--- src/rtl/audio_bus_slave_pkg.sv ---
// Shared constants for the audio bus slave: register map, STATUS bit layout and
// the read FSM state encoding.
package audio_bus_slave_pkg;

  localparam logic [2:0] ADDR_I2C_DATA_AUDIO = 3'd0;
  localparam logic [2:0] ADDR_DAC_AUDIO      = 3'd1;
  localparam logic [2:0] ADDR_ADC_AUDIO      = 3'd2;
  localparam logic [2:0] ADDR_STATUS_AUDIO   = 3'd3;
  localparam logic [2:0] ADDR_CTRL_AUDIO     = 3'd4;

  localparam int STAT_I2C_BUSY    = 0;
  localparam int STAT_DAC_FULL    = 1;
  localparam int STAT_ADC_FULL    = 2;
  localparam int STAT_ADC_EMPTY   = 3;
  localparam int STAT_DAC_EMPTY   = 4;
  localparam int STAT_ADC_OVF     = 5;
  localparam int STAT_I2C_COLL    = 6;
  localparam int STAT_ADC_OCC_LSB = 8;
  localparam int STAT_DAC_OCC_LSB = 16;

  localparam logic [1:0] ST_IDLE    = 2'd0;
  localparam logic [1:0] ST_RD_CAPT = 2'd1;
  localparam logic [1:0] ST_RD_DONE = 2'd2;

  // Bit 24 is the launch strobe, so it never reads back as set.
  function automatic logic [31:0] i2c_readback(input logic [31:0] stored);
    return {stored[31:25], 1'b0, stored[23:0]};
  endfunction

endpackage

--- src/rtl/audio_sync_fifo.sv ---
// Single-clock FIFO with full/empty/count; a pop frees a slot for a push in
// the same cycle, so a full FIFO can accept while it drains.
module audio_sync_fifo #(
  parameter  int DATA_W = 32,
  parameter  int DEPTH  = 4,
  localparam int PTR_W  = (DEPTH > 1) ? $clog2(DEPTH) : 1,
  localparam int CNT_W  = $clog2(DEPTH) + 1
) (
  input  logic              clk,
  input  logic              rst,
  input  logic              push,
  input  logic              pop,
  input  logic [DATA_W-1:0] din,
  output logic [DATA_W-1:0] dout,
  output logic              full,
  output logic              empty,
  output logic [CNT_W-1:0]  count
);

  logic [DATA_W-1:0] mem_q [DEPTH];
  logic [PTR_W-1:0]  wr_ptr_q, wr_ptr_d;
  logic [PTR_W-1:0]  rd_ptr_q, rd_ptr_d;
  logic [CNT_W-1:0]  count_q, count_d;
  logic              do_push, do_pop;

  assign empty   = (count_q == '0);
  assign full    = (count_q == CNT_W'(DEPTH));
  assign count   = count_q;
  assign dout    = mem_q[rd_ptr_q];
  assign do_pop  = pop & ~empty;
  assign do_push = push & (~full | do_pop);

  // Pointer width equals log2(DEPTH), so natural overflow wraps modulo DEPTH.
  always_comb begin
    wr_ptr_d = wr_ptr_q + PTR_W'(do_push);
    rd_ptr_d = rd_ptr_q + PTR_W'(do_pop);
    count_d  = count_q + CNT_W'(do_push) - CNT_W'(do_pop);
  end

  always_ff @(posedge clk) begin
    if (rst) begin
      wr_ptr_q <= '0;
      rd_ptr_q <= '0;
      count_q  <= '0;
    end else begin
      wr_ptr_q <= wr_ptr_d;
      rd_ptr_q <= rd_ptr_d;
      count_q  <= count_d;
    end
  end

  always_ff @(posedge clk) begin
    if (do_push) mem_q[wr_ptr_q] <= din;
  end

endmodule

--- src/rtl/audio_bus_slave.sv ---
// Memory-mapped audio control slave: WM8731 I2C launch register, DAC/ADC sample
// FIFOs, sticky status flags and an ADC-data interrupt.
module audio_bus_slave
  import audio_bus_slave_pkg::*;
#(
  parameter int FIFO_DEPTH = 4
) (
  input  logic        Clk,
  input  logic        Reset,
  input  logic [2:0]  address,
  input  logic        chipselect,
  input  logic        read,
  input  logic        write,
  input  logic [31:0] writedata,
  output logic [31:0] readdata,
  output logic        waitrequest,
  output logic        irq,
  output logic        i2c_start,
  output logic [23:0] i2c_packet,
  input  logic        i2c_busy,
  output logic [31:0] dac_sample,
  output logic        dac_valid,
  input  logic        dac_ready,
  input  logic [31:0] adc_sample,
  input  logic        adc_valid
);

  localparam int CNT_W = $clog2(FIFO_DEPTH) + 1;

  logic              wr_acc, rd_acc, capt;
  logic [1:0]        state_q, state_d;
  logic [31:0]       readdata_q, readdata_d;
  logic [31:0]       i2c_data_q, i2c_data_d;
  logic [23:0]       i2c_packet_q, i2c_packet_d;
  logic              i2c_start_q, i2c_start_d;
  logic              irq_en_q, irq_en_d;
  logic              irq_q, irq_d;
  logic              adc_ovf_q, adc_ovf_d;
  logic              i2c_coll_q, i2c_coll_d;
  logic [31:0]       status, rd_mux;

  logic              dac_push, dac_pop, dac_full, dac_empty, dac_stall;
  logic [CNT_W-1:0]  dac_count;
  logic              adc_pop, adc_full, adc_empty;
  logic [CNT_W-1:0]  adc_count;
  logic [31:0]       adc_head;

  // Read together with write counts as a write.
  assign wr_acc = chipselect & write;
  assign rd_acc = chipselect & read & ~write;
  assign capt   = (state_q == ST_RD_CAPT) & rd_acc;

  assign dac_push  = wr_acc & (address == ADDR_DAC_AUDIO);
  assign dac_pop   = ~dac_empty & dac_ready;
  assign dac_stall = dac_push & dac_full & ~dac_ready;
  assign adc_pop   = capt & (address == ADDR_ADC_AUDIO);

  audio_sync_fifo #(.DATA_W(32), .DEPTH(FIFO_DEPTH)) u_dac_fifo (
    .clk   (Clk),
    .rst   (Reset),
    .push  (dac_push),
    .pop   (dac_pop),
    .din   (writedata),
    .dout  (dac_sample),
    .full  (dac_full),
    .empty (dac_empty),
    .count (dac_count)
  );

  audio_sync_fifo #(.DATA_W(32), .DEPTH(FIFO_DEPTH)) u_adc_fifo (
    .clk   (Clk),
    .rst   (Reset),
    .push  (adc_valid),
    .pop   (adc_pop),
    .din   (adc_sample),
    .dout  (adc_head),
    .full  (adc_full),
    .empty (adc_empty),
    .count (adc_count)
  );

  always_comb begin
    status                               = '0;
    status[STAT_I2C_BUSY]                = i2c_busy;
    status[STAT_DAC_FULL]                = dac_full;
    status[STAT_ADC_FULL]                = adc_full;
    status[STAT_ADC_EMPTY]               = adc_empty;
    status[STAT_DAC_EMPTY]               = dac_empty;
    status[STAT_ADC_OVF]                 = adc_ovf_q;
    status[STAT_I2C_COLL]                = i2c_coll_q;
    status[STAT_ADC_OCC_LSB +: 8]        = 8'(adc_count);
    status[STAT_DAC_OCC_LSB +: 8]        = 8'(dac_count);
  end

  always_comb begin
    rd_mux = '0;
    case (address)
      ADDR_I2C_DATA_AUDIO: rd_mux = i2c_readback(i2c_data_q);
      ADDR_ADC_AUDIO:      rd_mux = adc_empty ? 32'd0 : adc_head;
      ADDR_STATUS_AUDIO:   rd_mux = status;
      ADDR_CTRL_AUDIO:     rd_mux = {31'd0, irq_en_q};
      default:             rd_mux = '0;
    endcase
  end

  always_comb begin
    state_d      = state_q;
    readdata_d   = readdata_q;
    i2c_data_d   = i2c_data_q;
    i2c_packet_d = i2c_packet_q;
    i2c_start_d  = 1'b0;
    irq_en_d     = irq_en_q;
    adc_ovf_d    = adc_ovf_q;
    i2c_coll_d   = i2c_coll_q;
    irq_d        = irq_en_q & ~adc_empty;

    // A read dropped in RD_CAPT falls back to IDLE without capture or pop.
    case (state_q)
      ST_IDLE:    if (rd_acc) state_d = ST_RD_CAPT;
      ST_RD_CAPT: state_d = rd_acc ? ST_RD_DONE : ST_IDLE;
      default:    state_d = ST_IDLE;
    endcase

    if (capt) readdata_d = rd_mux;

    // Clear-on-read first so a set event in the same cycle wins.
    if (capt && (address == ADDR_STATUS_AUDIO)) begin
      adc_ovf_d  = 1'b0;
      i2c_coll_d = 1'b0;
    end
    if (adc_valid && adc_full && !adc_pop) adc_ovf_d = 1'b1;

    if (wr_acc && (address == ADDR_I2C_DATA_AUDIO)) begin
      i2c_data_d = writedata;
      if (writedata[24]) begin
        if (i2c_busy) begin
          i2c_coll_d = 1'b1;
        end else begin
          i2c_start_d  = 1'b1;
          i2c_packet_d = writedata[23:0];
        end
      end
    end

    if (wr_acc && (address == ADDR_CTRL_AUDIO)) irq_en_d = writedata[0];
  end

  always_ff @(posedge Clk) begin
    if (Reset) begin
      state_q      <= ST_IDLE;
      readdata_q   <= '0;
      i2c_data_q   <= '0;
      i2c_packet_q <= '0;
      i2c_start_q  <= 1'b0;
      irq_en_q     <= 1'b0;
      irq_q        <= 1'b0;
      adc_ovf_q    <= 1'b0;
      i2c_coll_q   <= 1'b0;
    end else begin
      state_q      <= state_d;
      readdata_q   <= readdata_d;
      i2c_data_q   <= i2c_data_d;
      i2c_packet_q <= i2c_packet_d;
      i2c_start_q  <= i2c_start_d;
      irq_en_q     <= irq_en_d;
      irq_q        <= irq_d;
      adc_ovf_q    <= adc_ovf_d;
      i2c_coll_q   <= i2c_coll_d;
    end
  end

  assign readdata    = readdata_q;
  assign i2c_start   = i2c_start_q;
  assign i2c_packet  = i2c_packet_q;
  assign irq         = irq_q;
  assign dac_valid   = ~dac_empty;
  assign waitrequest = ~Reset & (rd_acc ? (state_q != ST_RD_DONE) : dac_stall);

endmodule

--- config.mk ---
export PLATFORM = sky130hd
export DESIGN_NAME = audio_bus_slave
export DESIGN_NICKNAME = d
export VERILOG_FILES = /design/src/rtl/audio_bus_slave_pkg.sv /design/src/rtl/audio_sync_fifo.sv /design/src/rtl/audio_bus_slave.sv
export SDC_FILE = /design/constraint.sdc
export NUM_CORES = 1
export LEC_CHECK = 0
export ABC_AREA = 1
export ABC_CLOCK_PERIOD_IN_PS = 11900
export BUFFER_PORTS_ARGS = -buffer_cell sky130_fd_sc_hd__buf_4
export CORE_MARGIN = 4
export CORE_UTILIZATION = 60
export DETAILED_ROUTE_END_ITERATION = 10
export PLACE_DENSITY = 0.82
export SKIP_LAST_GASP = 1
export SYNTH_ARGS = -nofsm -noshare
export SYNTH_HDL_FRONTEND = slang
export SYNTH_SLANG_ARGS = --single-unit
--- constraint.sdc ---
create_clock -name Clk -period 11.9 [get_ports Clk]
set_input_delay 1.19 -clock Clk [delete_from_list [all_inputs] [get_ports Clk]]
set_output_delay 1.19 -clock Clk [all_outputs]
set_load 0.05 [all_outputs]
# ---- Word-level counts from Yosys, hierarchy flattened
# Memories as Yosys holds them, arrays and structs flattened. A register that Yosys moved wholly into a read port is not among the register bits.
# Cells that the tools add are included.
dict set report classes {
  muxes 19
  bitwise 27
  n_eq_ne 9
  n_addsub 8
  n_reduce_logical 13
}
# op n
set op_table {}
lappend op_table {{32-bit one-hot mux with 4 select lines} 1}
lappend op_table {{32-bit two-way mux} 1}
lappend op_table {{1-bit AND} 15}
lappend op_table {{1-bit two-way mux} 12}
lappend op_table {{1-bit inverter} 10}
lappend op_table {{3-bit == test, second input constant} 3}
lappend op_table {{3-bit logical NOT} 3}
lappend op_table {{2-bit by 1-bit adder with 2-bit output} 4}
lappend op_table {{2-bit two-way mux} 4}
lappend op_table {{3-bit by 1-bit adder with 3-bit output} 2}
lappend op_table {{3-bit by 2-bit == test with 1-bit output, second input constant} 2}
lappend op_table {{3-bit by 1-bit subtractor with 3-bit output} 2}
lappend op_table {{1-bit logical AND} 5}
lappend op_table {{2-bit != test, second input constant} 2}
lappend op_table {{2-bit one-hot mux with 2 select lines} 1}
lappend op_table {{3-bit by 1-bit == test with 1-bit output, second input constant} 1}
lappend op_table {{3-bit AND reduction} 1}
lappend op_table {{3-bit OR reduction} 1}
lappend op_table {{2-bit by 1-bit == test with 1-bit output, second input constant} 1}
lappend op_table {{2-bit logical NOT} 1}
lappend op_table {{1-bit bitwise OR} 2}
lappend op_table {{2-bit nonzero test} 1}
lappend op_table {{1-bit logical NOT} 1}
dict set report word_totals {
  in_bits 75
  wordCells 93
  regBits 109
  n_memories 2
  ramBits 256
}
# memory words word_bits read_ports rd_ports_with_merged_regs wr line_no
set memory_table {}
lappend memory_table {u_adc_fifo.mem_q 4 32 1 1 1 audio_sync_fifo.sv:20} ;# logic [DATA_W-1:0] mem_q [DEPTH];
lappend memory_table {u_dac_fifo.mem_q 4 32 1 1 1 audio_sync_fifo.sv:20}

# ---- Longest topological paths before layout
# Gate-level depths: netlist (run 1).
dict set report logic_depth {
  word_depth 9
  depth_mapped 12
}

# ---- By module
# From an unflattened synthesis (run 1), not the netlist that was laid out.
dict set report hier_totals {
  hier_cells 1395
  hier_area_um2 14953.1
}
# mod seq_area_each_um2 area_each_um2 cells_per_inst instances
set modules_own_cells {}
lappend modules_own_cells {audio_sync_fifo 3983.8 5452.7 428 2}
lappend modules_own_cells {audio_bus_slave 1881.8 4047.6 539 1}

# ---- Worst setup path before layout (run 1)
# Ideal clock, no wire load.
dict set report synth_timing {
  path_type {input -> register}
  start {input port read}
  end {memory u_adc_fifo.mem_q[0][0], enable pin}
  path_buffers 0
  setup_time_ns 0.461
  cell_stages 8
  arrival_time_ns 4.163
  slack_ns 7.275
  cell_sequence {inv_1 -> nor2_1 -> nand3_1 -> inv_1 -> nand2_1 -> nand2_1 -> nand2_1 -> nor3_1}
}
dict set report synth_between {
  elab_chain_len 9
}
# item line_no
set synth_rtl {}
lappend synth_rtl {{from (decl)} audio_bus_slave.sv:12} ;# input logic read,
lappend synth_rtl {{1-bit AND (2 in series)} audio_bus_slave.sv:50} ;# assign rd_acc = chipselect & read & ~write;
lappend synth_rtl {{1-bit AND} audio_bus_slave.sv:51} ;# assign capt = (state_q == ST_RD_CAPT) & rd_acc;
lappend synth_rtl {{1-bit AND} audio_bus_slave.sv:56} ;# assign adc_pop = capt & (address == ADDR_ADC_AUDIO);
lappend synth_rtl {{1-bit AND} audio_sync_fifo.sv:30} ;# assign do_pop = pop & ~empty;
lappend synth_rtl {{1-bit bitwise OR} audio_sync_fifo.sv:31} ;# assign do_push = push & (~full | do_pop);
lappend synth_rtl {{1-bit AND} audio_sync_fifo.sv:31}
lappend synth_rtl {{1-bit two-way mux} audio_sync_fifo.sv:53} ;# if (do_push) mem_q[wr_ptr_q] <= din;
lappend synth_rtl {{1-bit two-way mux (not written as such)} audio_sync_fifo.sv:53}
lappend synth_rtl {{to (decl)} audio_sync_fifo.sv:20}
# No other way between the ends.

==> results.md, run 1 <==
* Synth top area cells: edfxtp_1, dfxtp_1, nand2_1
* Synth top area share at 0.5270
* Die X at 163.9 um
* Synth Net Count at 1536
* Routed WL per cell at 17.19 um
* Final instance area at 0.01738 sq mm
* First-pass GRT wire length at 52500 um
* Syn. warnings at 0
* Worst slew pin tran at 1.097 ns
* H-tree depth at 2
* Total Routed Length at 33500 um
* CTS tree: done
* Port Buffers at 166
* Fin crit period at 3.506 ns
* Setup repair bufs after CTS at 0
* FF-to-FF Start: state_q[0]
* Die ar. at 0.02687 sq mm
* Critical-path top delay cell: inv_1
* Syn Inst Count at 1453
* CTS Buf Count at 37
* CTS Root Cell: clkbuf_16
* Vias in the first global route at 10300
* Max-slew headroom at 0.2644
* Fin nets at 1684
* Fmax at 285.2 MHz
* Unrepaired setup endpoints after global routing: false
* Register area share after synthesis at 0.6752
* Starting density of the core at 0.6160
* Largest net degree at the start of global routing at 66
* GR Layer Usage met3 at 0.04216
* Via density at 5.407
* Fin. max-slew vios at 0
* Worst-Skew Late Latency at 0.52 ns
* Final setup fails at 0
* Leak at 7.153 nW
* Total gr overflow at 0
* Yosys cell types at 29
* Post-cts sizing count at 0
* Routing usage on met1 at 0.3272
* Worst setup SP type: register
* Syn_area_per_cell at 10.04 sq um
* PwrDens at 188.0 mW/mm^2
* Seq cells post-synth at 364
* Cell Chain, Critical Path: inv_1 -> o21ai_0 -> o22ai_1 -> buf_4
* Antenna Violating Nets Remaining at 0
* Cell internal pwr at 0.002325 W
* Crit end category: output port
* Commonest non-fill, non-tap cell in the layout: nand2_1
* Hold crit path type: reg -> reg
* DRT iter0 DRCs at 961
* Busiest layer in global routing: met2
* Layout cell share with drive strength beyond 1 at 0.1583
* Cell taking the most area after synthesis: edfxtp_1
* Part of the power in the clock network at 0.369
* Non-Filler Instances at 1949
* Cell row count at 56
* Hold buffers post-CTS at 0
* Commonest cells after routing, fill and taps aside: nand2_1, edfxtp_1, inv_1, buf_4, nor2_1
* Cell Area, Synth at 0.01459 sq mm
* WS Path Type: reg -> out
* DRC violations left at 0
* Fin crit share at 0.2946
* Met2 Use GR at 0.4282
* Die height at 163.9 um
* Comb power frac at 0.191
* Gp weighted congestion at 0.8464
* Drt first pass iters at 6
* Post-placement cell count at 1881
* DP HPWL at 20920 um
* Crit path max fanout at 32
* Vias post-DR at 10540
* Num ports at 167
* Max Buffers Root-to-Sink at 3
* CP required at 10.71 ns
* Max Cap Violations at 0
* Net Sw Frac at 0.2884
* Total GRT Usage at 0.2483
* CP peak stage delay at 0.71 ns
* TNS Setup at 0 ns
* CP Data Arrival Time at 2.32 ns
* Antenna Cells at 0
* Outcome: finished clean
* Hold slack final at 0.4449 ns
* Clk sinks at 364
* Worst Setup SP: u_dac_fifo.rd_ptr_q[1]
* Sequential power share at 0.440
* Worst-path clk slew at 0.06 ns
* Worst clock skew at 0.01099 ns
* Tot Pwr at 0.003268 W
* Area after DPL at 0.01610 sq mm
* Area added between synthesis and finish at 19.14%
* VDD IR max at 0.1251 mV
* Fin. Hold Viols at 0
* Hold Startpoint: i2c_packet[1]
* Initial antenna violation count at 0
* Core Region at 0.02368 sq mm
* Psw at 0.0009426 W
## state kept, by name, summed over array words and instances, names as in the netlist, 3 cells and up
signal            flops
i2c_packet           24
u_adc_fifo.count      3
u_dac_fifo.count      3
u_dac_fifo.mem_q    128
i2c_data_q           31
readdata             32
u_adc_fifo.mem_q    128
## layer usage
layer | part of all wire | wire length [um]
met5 | 0 | 0
met4 | 0.021 | 708
met3 | 0.082 | 2758
met2 | 0.50 | 16680
met1 | 0.40 | 13360
## cell type report
cell class                      count  area [sq um]
Multi-Input combinational cell    812          3710
Tap cell                          319         399.1
Timing Repair Buffer              183          1374
Fill cell                        1578          6304
Inverter                          203         762.0
Clock inverter                     18         225.2
Sequential cell                   364          9852
Clock buffer                       50          1057
## cell usage after synthesis (all sizes together)
cell	n
nand2	316
edfxtp	256
inv	200
nor2	152
o21ai	134
dfxtp	108
nand3	79
a21oi	67
clkbuf	53
o22ai	33
buf	21
nor3	9
xnor2	7
ha	6
clkinv	3
nand4	3
fa	2
nor4	2
a21boi	1
or2	1
## logic make-up after synthesis
kind of cell,synth area share
AND/OR/NAND/NOR,0.1558
flip-flops,0.6752
buffers and inverters,0.07325
AO/OA/AOI/OAI,0.08363
adder cells (fa/ha/maj),0.007891
XOR/XNOR,0.004203
## critical path: cells and delay by family, from the launching register on
family                 cells  cell delay, ns
DFF                        1            0.31
AOI/OAI and AO/OA          2            0.51
buffers and inverters      2            0.95
## power groups by stage
stage,Sequential (W),Clock [W],Combinational (W)
floorplan,0.00147,0,0.000418
global placement,0.00146,0,0.000606
detailed placement,0.00146,0,0.000620
CTS,0.00144,0.00122,0.000626
global route,0.00144,0.00128,0.000675
finish,0.00144,0.00120,0.000624
## per-stage QoR
step                  util  worst slack (ns)
floorplan                -             7.275
global placement    0.6797             8.038
detailed placement  0.6797             7.950
CTS                 0.7338             8.385
global route        0.7338             8.204
finish              0.7338             8.394
## path summary, 6_finish.rpt
kind	to	slack, ns	cells after the start
worst min-delay path	i2c_packet[1]	0.44	2
worst max-delay path	dac_sample[30]	8.39	4
worst min register to register	i2c_packet[1]	0.44	2
worst max register to register	u_adc_fifo.mem_q[2][17]	8.83	10
Power figures use the tool's default switching activity.
==> inputs of run 2 (changes only) <==
ABC_AREA = 0   (was 1)
ABC_CLOCK_PERIOD_IN_PS = 2930   (was 11900)
CORE_UTILIZATION = 52   (was 60)
PLACE_DENSITY = 0.75   (was 0.82)
clock period = 2.93 ns   (was 11.9 ns; I/O delays follow)
==> run 2 against run 1 <==
Compared with the run above:
- largest cell class unchanged
- combinational power increased to 3.4 times the previous value
- clock-buffer cell count rose by 2
- clock power grew to 3.8 times the previous value
- cell area decreased by 2.6%
- first-iteration DRC count down 28%
- sequential power grew to 4.1 times the previous value
- synthesized cell count shrank 43%
- sequential share of layout area up 1.5 points
- final cell count down 28%
- clock skew grew 0.0044 ns
- total power increased to 3.9 times the previous value
- critical endpoint is now u_adc_fifo.count[2]
- register-to-register slack got worse by 8.5 ns
==> results.md, run 2 <==
* Seq cells post-synth at 364
* Total GRT Usage at 0.2039
* Die X at 169.4 um
* Via density at 5.585
* CTS Root Cell: clkbuf_16
* Total gr overflow at 0
* Crit end category: register
* Syn. warnings at 0
* Port Buffers at 166
* Antenna Violating Nets Remaining at 0
* Sequential power share at 0.465
* Area added between synthesis and finish at 24.91%
* Layout cell share with drive strength beyond 1 at 0.3119
* CP Data Arrival Time at 2.97 ns
* Hold crit path type: in -> reg
* CP required at 3.34 ns
* Commonest non-fill, non-tap cell in the layout: edfxtp_1
* Total Routed Length at 29040 um
* Fmax at 390.3 MHz
* Cell row count at 58
* CTS tree: done
* Leak at 5.775 nW
* Synth Net Count at 911
* Cell Area, Synth at 0.01354 sq mm
* Post-cts sizing count at 0
* Fin. Hold Viols at 0
* Async SR Flop Fraction at 0
* Final instance area at 0.01692 sq mm
* Worst-Skew Late Latency at 0.52 ns
* Unrepaired setup endpoints after global routing: false
* Syn Inst Count at 828
* Worst-path clk slew at 0.06 ns
* Predominant post-synthesis flop cell: edfxtp_1
* DRC violations left at 0
* PwrDens at 744.0 mW/mm^2
* Cell taking the most area after synthesis: edfxtp_1
* Register area share after synthesis at 0.7272
* Clk sinks at 364
* Synth top area cells: edfxtp_1, dfxtp_1, mux4_2
* Fin. max-slew vios at 0
* Die ar. at 0.02869 sq mm
* Outcome: finished clean
* Setup repair bufs after CTS at 0
* Max Buffers Root-to-Sink at 3
* Core Region at 0.02540 sq mm
* Synth top area share at 0.5676
* Die height at 169.4 um
* Place WS at 0.3744 ns
* Syn_area_per_cell at 16.36 sq um
* Worst clock skew at 0.01538 ns
* Routed WL per cell at 20.68 um
* Psw at 0.003236 W
* Crit path max fanout at 5
* H-tree depth at 2
* Vias post-DR at 7842
* Most numerous cell in the Yosys netlist: edfxtp_1
* Cell internal pwr at 0.009351 W
* Max-slew headroom at 0.5095
* Antenna Cells at 0
* DRT iter0 DRCs at 692
* Final setup fails at 0
* Yosys cell types at 45
* Setup WS post-layout at 0.3675 ns
* Gp weighted congestion at 0.8173
* DP HPWL at 18760 um
* Area after DPL at 0.01528 sq mm
* Fin crit share at 0.8746
* Comb power frac at 0.170
* Drt first pass iters at 5
* Commonest cells after routing, fill and taps aside: edfxtp_1, buf_4, nand2_1, dfxtp_1, mux4_2
* Net Sw Frac at 0.2571
* Synth cell count leaders: edfxtp_1, nand2_1, dfxtp_1
* Worst slew pin tran at 0.7358 ns
* Fin nets at 1129
* Fin crit period at 2.562 ns
* CTS Buf Count at 36
* Worst setup SP type: register
* First-pass GRT wire length at 45840 um
* Hold buffers post-CTS at 43
* Max Cap Violations at 0
* Vias in the first global route at 7954
* Largest net degree at the start of global routing at 68
* Starting density of the core at 0.5333
* Post-synth EDFFs at 256
* Part of the power in the clock network at 0.365
* Initial antenna violation count at 0
* Num ports at 167
* WS Path Type: reg -> reg
* Fillers at 1772
* VDD IR max at 0.4844 mV
-- run 2: logic make-up (layout without fill, tap and decap cells) --
group / count (synthesis) / count (layout) / synth area share
buffers and inverters: 63 / 309 / 0.02042
AOI/OAI and AO/OA: 135 / 135 / 0.06725
xor gates and xnor gates: 8 / 8 / 0.005173
DFF: 364 / 364 / 0.7272
and+or+nand+nor: 183 / 183 / 0.06273
adders and majority gates: 8 / 8 / 0.008499
muxes: 67 / 67 / 0.1087
-- run 2: critical path, stage by stage (launching register included) --
cell and delay, ns:
dfxtp_1 0.41, or3b_2 0.46, a31oi_1 0.20, nand2b_1 0.30, inv_1 0.10, ha_1 0.21, fa_1 0.41, xnor2_1 0.18
xnor2_1 0.14, nor2_1 0.05
-- run 2: final cells by class --
cell class	count	area (sq um)	area share
Inverter	8	30.03	0.001775
Timing Repair Buffer	235	1922	0.1136
Tap cell	330	412.9	0.02440
Sequential cell	364	9852	0.5823
Clock buffer	52	1082	0.06397
Clock inverter	14	130.1	0.007691
Multi-Input combinational cell	401	3490	0.2063
-- run 2: layer usage --
metal / global-route usage / vias to the layer above / part of all wire
li1: - / 3619 / -
met1: 0.2993 / 3897 / 0.44
met2: 0.3211 / 280 / 0.48
met3: 0.03471 / 46 / 0.062
met4: 0.05635 / 0 / 0.022
met5: 0 / - / 0
-- run 2: power by group through the flow --
stage	clock network [W]	registers [W]	logic [W]
CTS	0.00469	0.00585	0.00216
finish	0.00460	0.00585	0.00213
global placement	0	0.00595	0.00209
floorplan	0	0.00595	0.00147
detailed placement	0	0.00596	0.00211
global route	0.00493	0.00587	0.00228
-- run 2: worst paths after layout --
check                            end  slack [ns]  cells after the start                 from
max              u_adc_fifo.count[2]        0.37                      9  u_adc_fifo.count[2]
min          u_dac_fifo.mem_q[3][22]        0.02                      1        writedata[22]
max reg2reg      u_adc_fifo.count[2]        0.37                      9  u_adc_fifo.count[2]
min reg2reg            i2c_packet[6]        0.46                      2        i2c_packet[6]
-- run 2: per-stage QoR --
step | total power (W) | std cells | hold WS (ns) | util | TNS, ns
floorplan | 0.007414 | 828 | 0.3919 | - | -90.15
global placement | 0.008035 | 1295 | 0.4423 | 0.6014 | 0
detailed placement | 0.008068 | 1295 | 0.4498 | 0.6014 | 0
CTS | 0.01271 | 1404 | 0.0005027 | 0.6661 | 0
global route | 0.01307 | 1404 | 0.003097 | 0.6661 | 0
finish | 0.01259 | 1404 | 0.01692 | 0.6661 | 0
